<file path="config.mk">
export PLATFORM = sky130hd
export DESIGN_NAME = time_display_driver
export DESIGN_NICKNAME = d
export VERILOG_FILES = /design/src/rtl/time_display_driver.sv
export SDC_FILE = /design/constraint.sdc
export NUM_CORES = 1
export LEC_CHECK = 0
export CAP_MARGIN = 20
export CORE_MARGIN = 3
export CORE_UTILIZATION = 37
export CTS_CLUSTER_SIZE = 30
export DETAILED_ROUTE_END_ITERATION = 10
export PLACE_DENSITY = 0.56
export SYNTH_ARGS = -nofsm -noshare
export SYNTH_HDL_FRONTEND = slang
export SYNTH_SLANG_ARGS = --single-unit
</file>
<file path="constraint.sdc">
create_clock -name clk -period 2.1 [get_ports clk]
set_input_delay 0.42 -clock clk [delete_from_list [all_inputs] [get_ports clk]]
set_output_delay 0.42 -clock clk [all_outputs]
set_load 0.03 [all_outputs]
</file>
<file path="src/rtl/time_display_driver.sv">
// time_display_driver
// Converts the countdown timer's binary seconds value to two BCD digits with a
// sequential shift-and-add-3 engine. It drives two active-low seven-segment
// digits and blinks them while the game is stopped.
//
// Ports:
//   clk       in   system clock
//   rst       in   asynchronous, active-high reset
//   ms100     in   single-cycle 100 ms tick
//   time_in   in   [6:0] remaining seconds (0..127)
//   stop_in   in   stop flag; blinks the display while high
//   bcd_tens  out  [3:0] registered tens digit
//   bcd_ones  out  [3:0] registered ones digit
//   seg_tens  out  [6:0] tens segments, active-low {g,f,e,d,c,b,a}
//   seg_ones  out  [6:0] ones segments, active-low {g,f,e,d,c,b,a}
//   valid     out  one-cycle pulse when new digits are loaded
//   overflow  out  high while the shown value was clamped from time_in > 99
//
// state | meaning
// IDLE  | waiting for a forced conversion or a change of time_in
// SHIFT | double-dabble, one bit per clock, 7 clocks
// DONE  | load digits, pulse valid
module time_display_driver #(
  parameter int BLINK_TICKS   = 5,
  parameter bit LEADING_BLANK = 1'b1
) (
  input  logic       clk,
  input  logic       rst,
  input  logic       ms100,
  input  logic [6:0] time_in,
  input  logic       stop_in,
  output logic [3:0] bcd_tens,
  output logic [3:0] bcd_ones,
  output logic [6:0] seg_tens,
  output logic [6:0] seg_ones,
  output logic       valid,
  output logic       overflow
);

  localparam int CW = (BLINK_TICKS > 1) ? $clog2(BLINK_TICKS) : 1;

  typedef enum logic [1:0] {IDLE, SHIFT, DONE} state_t;

  state_t          r_state;
  state_t          w_next;
  logic [6:0]      r_last_val;
  logic            r_pending;
  logic [6:0]      r_bin;
  logic [7:0]      r_scratch;
  logic [2:0]      r_iter;
  logic            r_ovf_tmp;
  logic [3:0]      r_bcd_tens;
  logic [3:0]      r_bcd_ones;
  logic            r_valid;
  logic            r_overflow;
  logic [CW-1:0]   r_blink_cnt;
  logic            r_blank_phase;

  logic            w_capture;
  logic            w_last_shift;
  logic [6:0]      w_clamped;
  logic [3:0]      w_adj_tens;
  logic [3:0]      w_adj_ones;

  assign w_capture    = (r_state == IDLE) && (r_pending || (time_in != r_last_val));
  assign w_last_shift = (r_iter == 3'd6);
  assign w_clamped    = (time_in > 7'd99) ? 7'd99 : time_in;
  assign w_adj_tens   = (r_scratch[7:4] >= 4'd5) ? r_scratch[7:4] + 4'd3 : r_scratch[7:4];
  assign w_adj_ones   = (r_scratch[3:0] >= 4'd5) ? r_scratch[3:0] + 4'd3 : r_scratch[3:0];

  always_ff @(posedge clk or posedge rst) begin
    if (rst) r_state <= IDLE;
    else     r_state <= w_next;
  end

  always_comb begin
    w_next = r_state;
    case (r_state)
      IDLE:    if (w_capture) w_next = SHIFT;
      SHIFT:   if (w_last_shift) w_next = DONE;
      DONE:    w_next = IDLE;
      default: w_next = IDLE;
    endcase
  end

  always_ff @(posedge clk or posedge rst) begin
    if (rst) begin
      r_last_val <= 7'd0;
      r_pending  <= 1'b1;
      r_bin      <= 7'd0;
      r_scratch  <= 8'd0;
      r_iter     <= 3'd0;
      r_ovf_tmp  <= 1'b0;
      r_bcd_tens <= 4'd0;
      r_bcd_ones <= 4'd0;
      r_valid    <= 1'b0;
      r_overflow <= 1'b0;
    end else begin
      r_valid <= 1'b0;
      case (r_state)
        IDLE: begin
          if (w_capture) begin
            r_last_val <= time_in;
            r_pending  <= 1'b0;
            r_bin      <= w_clamped;
            r_ovf_tmp  <= (time_in > 7'd99);
            r_scratch  <= 8'd0;
            r_iter     <= 3'd0;
          end
        end
        SHIFT: begin
          // The tens nibble never exceeds 9 for inputs <= 99, so its carry-out
          // bit is always zero and can be dropped.
          {r_scratch, r_bin} <= {w_adj_tens[2:0], w_adj_ones, r_bin, 1'b0};
          r_iter             <= r_iter + 3'd1;
        end
        DONE: begin
          r_bcd_tens <= r_scratch[7:4];
          r_bcd_ones <= r_scratch[3:0];
          r_overflow <= r_ovf_tmp;
          r_valid    <= 1'b1;
        end
        default: ;
      endcase
    end
  end

  always_ff @(posedge clk or posedge rst) begin
    if (rst) begin
      r_blink_cnt   <= '0;
      r_blank_phase <= 1'b0;
    end else if (!stop_in) begin
      r_blink_cnt   <= '0;
      r_blank_phase <= 1'b0;
    end else if (ms100) begin
      if (r_blink_cnt == CW'(BLINK_TICKS - 1)) begin
        r_blink_cnt   <= '0;
        r_blank_phase <= ~r_blank_phase;
      end else begin
        r_blink_cnt <= r_blink_cnt + 1'b1;
      end
    end
  end

  function automatic logic [6:0] seg7(input logic [3:0] d);
    case (d)
      4'd0:    seg7 = 7'b1000000;
      4'd1:    seg7 = 7'b1111001;
      4'd2:    seg7 = 7'b0100100;
      4'd3:    seg7 = 7'b0110000;
      4'd4:    seg7 = 7'b0011001;
      4'd5:    seg7 = 7'b0010010;
      4'd6:    seg7 = 7'b0000010;
      4'd7:    seg7 = 7'b1111000;
      4'd8:    seg7 = 7'b0000000;
      4'd9:    seg7 = 7'b0010000;
      default: seg7 = 7'b1111111;
    endcase
  endfunction

  always_comb begin
    seg_tens = seg7(r_bcd_tens);
    seg_ones = seg7(r_bcd_ones);
    if (LEADING_BLANK && (r_bcd_tens == 4'd0)) seg_tens = 7'b1111111;
    if (r_blank_phase) begin
      seg_tens = 7'b1111111;
      seg_ones = 7'b1111111;
    end
  end

  assign bcd_tens = r_bcd_tens;
  assign bcd_ones = r_bcd_ones;
  assign valid    = r_valid;
  assign overflow = r_overflow;

endmodule

</file>
==> impl_metrics.tcl <==
set metrics [dict create \
    port_buffers 34 \
    max_cap_viol_count 0 \
    fmax_mhz 491 \
    grt_max_degree 44 \
    seq_area_frac_synth 0.446 \
    cts_hold_buffers 0 \
    clk_latency_ns 0.29 \
    track_usage 0.139 \
    status "finished clean" \
    crit_fanout 3 \
    cp-end-kind "flip-flop" \
    mostFrequentLayoutCells "dfrtp_1, buf_4, nand2_1" \
    whs_ns 0.497 \
    drive_above_1_share 0.269 \
    cts.sinks 43 \
    hold_path.class "flip-flop to flip-flop" \
    synthFlopType "dfrtp_1" \
    synthAdderAreaFrac 0.0932 \
    wl_um 4750 \
    synth_top_area_share 0.435 \
    grt_overflow_total 0 \
    core_um2 6130 \
    clock_path_buffers 2 \
    stdcell_count 383 \
    yosysTopAreaCell "dfrtp_1" \
    place_inst 374 \
    clk_pin_slew_ns 0.08 \
    start_util 0.394 \
    drt-initial-drc-count 59 \
    fp.dieArea_um2 7540 \
    finalSetupViolCount 0 \
    hold_violations 0 \
    tightest_slew_ns 0.535 \
    synth-compound-area-share 0.179 \
    areaGrowthSynthToFinish_pct 32.3 \
    antenna_found_initial 0 \
    wl_per_cell_um 12.4 \
    die_w_um 86.8 \
    synth_cells 242 \
    vias 1890 \
    finalMaxSlewViolations 0 \
    grt_pass1_wl_um 8450 \
    critPathLaunchType "primary input" \
    powerDensity_nw_per_um2 1680 \
    gp_congestion 0.765 \
    layout_min_cycle_time_ns 2.04 \
    antenna_left 0 \
    cts-root-buf "clkbuf_8" \
    grt_pass1_vias 1867 \
    final_nets 336 \
    drc 0 \
    routed_via_density 4.93 \
    cp.required_ns 2.28 \
    worstSetupPathType "primary input to flip-flop" \
    ir_drop_mv 1.42 \
    leakage_nw 1.52 \
    rsz0062_at_grt "true" \
    yosys_register_bits 43 \
    synth_edf_count 0 \
    synth_top_family_by_area "compound AO/OA/AOI/OAI gates" \
    yosysWarningCount 0 \
    relSlewSlack 0.643 \
    synth_nets 271 \
    yosysUniqueCellTypes 36 \
    synthArstFlopShare 1.00 \
    synthesis.area_um2 2420 \
    io_pins 35 \
    avgSynthCellArea_um2 9.99 \
    rows 28 \
    htree_levels 2 \
    holdPathStages 1 \
    cts_tree "built" \
    fill_cells 583 \
    worstPathArrival_ns 2.22 \
    clock_skew_ns 0.00714 \
    synth-xor-area-share 0.0362 \
    r2r_cells 5 \
    synth-simple-area-share 0.139 \
    dp_hpwl_um 3550 \
    first_pass_iters 4 \
    die_y_um 86.8 \
    cts_buffers 5 \
    synth_mux_area_frac 0.0554 \
    yosys-top-cells-area "dfrtp_1, ha_1, mux2_2" \
    diodes 0 \
    finalCritPeriodShare 0.970 \
]
[per-layer routing]
layer  up-vias  part of all wire  track usage
met5         -                 0            0
met4         0             0.011       0.0340
met3         5             0.043       0.0285
met2        36              0.48        0.240
met1       890              0.46        0.177
li1        959                 -            -
[cell usage after synthesis, drive strengths merged, types with 2 or more instances]
cell,instances
a211o,2
a21o,3
a21oi,14
a221o,6
a22o,5
and2,5
and3,7
buf,3
clkbuf,9
dfrtp,42
ha,18
inv,18
mux2,11
nand2,23
nand2b,7
nand3,4
nor2,8
nor2b,5
nor3,4
nor4b,2
o21ai,18
o21bai,6
o2bb2ai,2
or2,2
xnor2,9
[cell families (layout without fill, tap and decap cells)]
kind of cell             after synthesis  count (layout)
AND/OR/NAND/NOR                       67              67
XOR/XNOR                              10              10
adder cells (fa/ha/maj)               18              18
AO/OA/AOI/OAI                         62              62
multiplexers                          12              12
flip-flops                            43              43
buffers and inverters                 30              96
[final cells by class]
cell class / instances / area (µm²) / share of cell area
inverter: 18 / 67.6 / 0.0211
clock buffer: 7 / 86.3 / 0.0270
timing repair buffer: 70 / 599 / 0.187
tap: 75 / 93.8 / 0.0293
clock inverter: 1 / 5.00 / 0.00156
multi-input combinational: 169 / 1270 / 0.397
sequential: 43 / 1080 / 0.337
[where the power goes]
part	leakage, nW	internal, mW	switching (mW)
Clock	0.0482	0.266	0.276
Sequential	0.547	1.15	0.260
Combinational	0.923	1.60	1.81
[registers in the layout, indices dropped and copies added (netlist names), 2 cells and up]
register and cells:
r_bin 7, r_last_val 7, r_scratch 8, r_state 2, bcd_tens 4, r_blink_cnt 3, r_iter 3, bcd_ones 4
[metrics by stage]
stage / setup WS (ns) / setup TNS, ns / area (µm²) / utilization / power (mW)
2_1_floorplan: 0.00823 / 0 / 2430 / - / 3.55
3_3_place_gp: -0.239 / -4.86 / 3050 / 0.498 / 4.74
3_5_place_dp: -0.262 / -4.75 / 3050 / 0.498 / 4.76
4_1_cts: 0.00294 / 0 / 3130 / 0.511 / 5.23
5_1_grt: -0.0220 / -0.0663 / 3200 / 0.522 / 5.83
6_report: 0.0638 / 0 / 3200 / 0.522 / 5.37
[critical path: stages]
cell and delay [ns]:
clkdlybuf4s50_1 0.42, a221o_1 0.39, o41ai_4 0.39, and2_1 0.25, mux2_2 0.34
[worst paths after layout]
kind / start / end / slack [ns]
hold / removal: r_pending$_DFFE_PP1P_ / r_pending$_DFFE_PP1P_ / 0.50
hold reg to reg: r_pending$_DFFE_PP1P_ / r_pending$_DFFE_PP1P_ / 0.50
max in group asynchronous: rst / r_bin[4]$_DFFE_PP0P_ / 1.18
setup reg to reg: r_last_val[0]$_DFFE_PP0P_ / r_bin[1]$_DFFE_PP0P_ / 0.26
setup / recovery: time_in[0] / r_bin[1]$_DFFE_PP0P_ / 0.06
min in group asynchronous: rst / r_state[1]$_DFFE_PP0P_ / 0.56
[what timing repair did]
item                                    4_1_cts  5_1_grt
gates resized for setup                      40       22
endpoints found under the hold margin         0        0
endpoints found under the setup margin        8       13
pin swaps                                     2        1
buffers inserted                              0        1
gates cloned                                  0        0
Note: power is estimated with default switching activity, not from simulation.
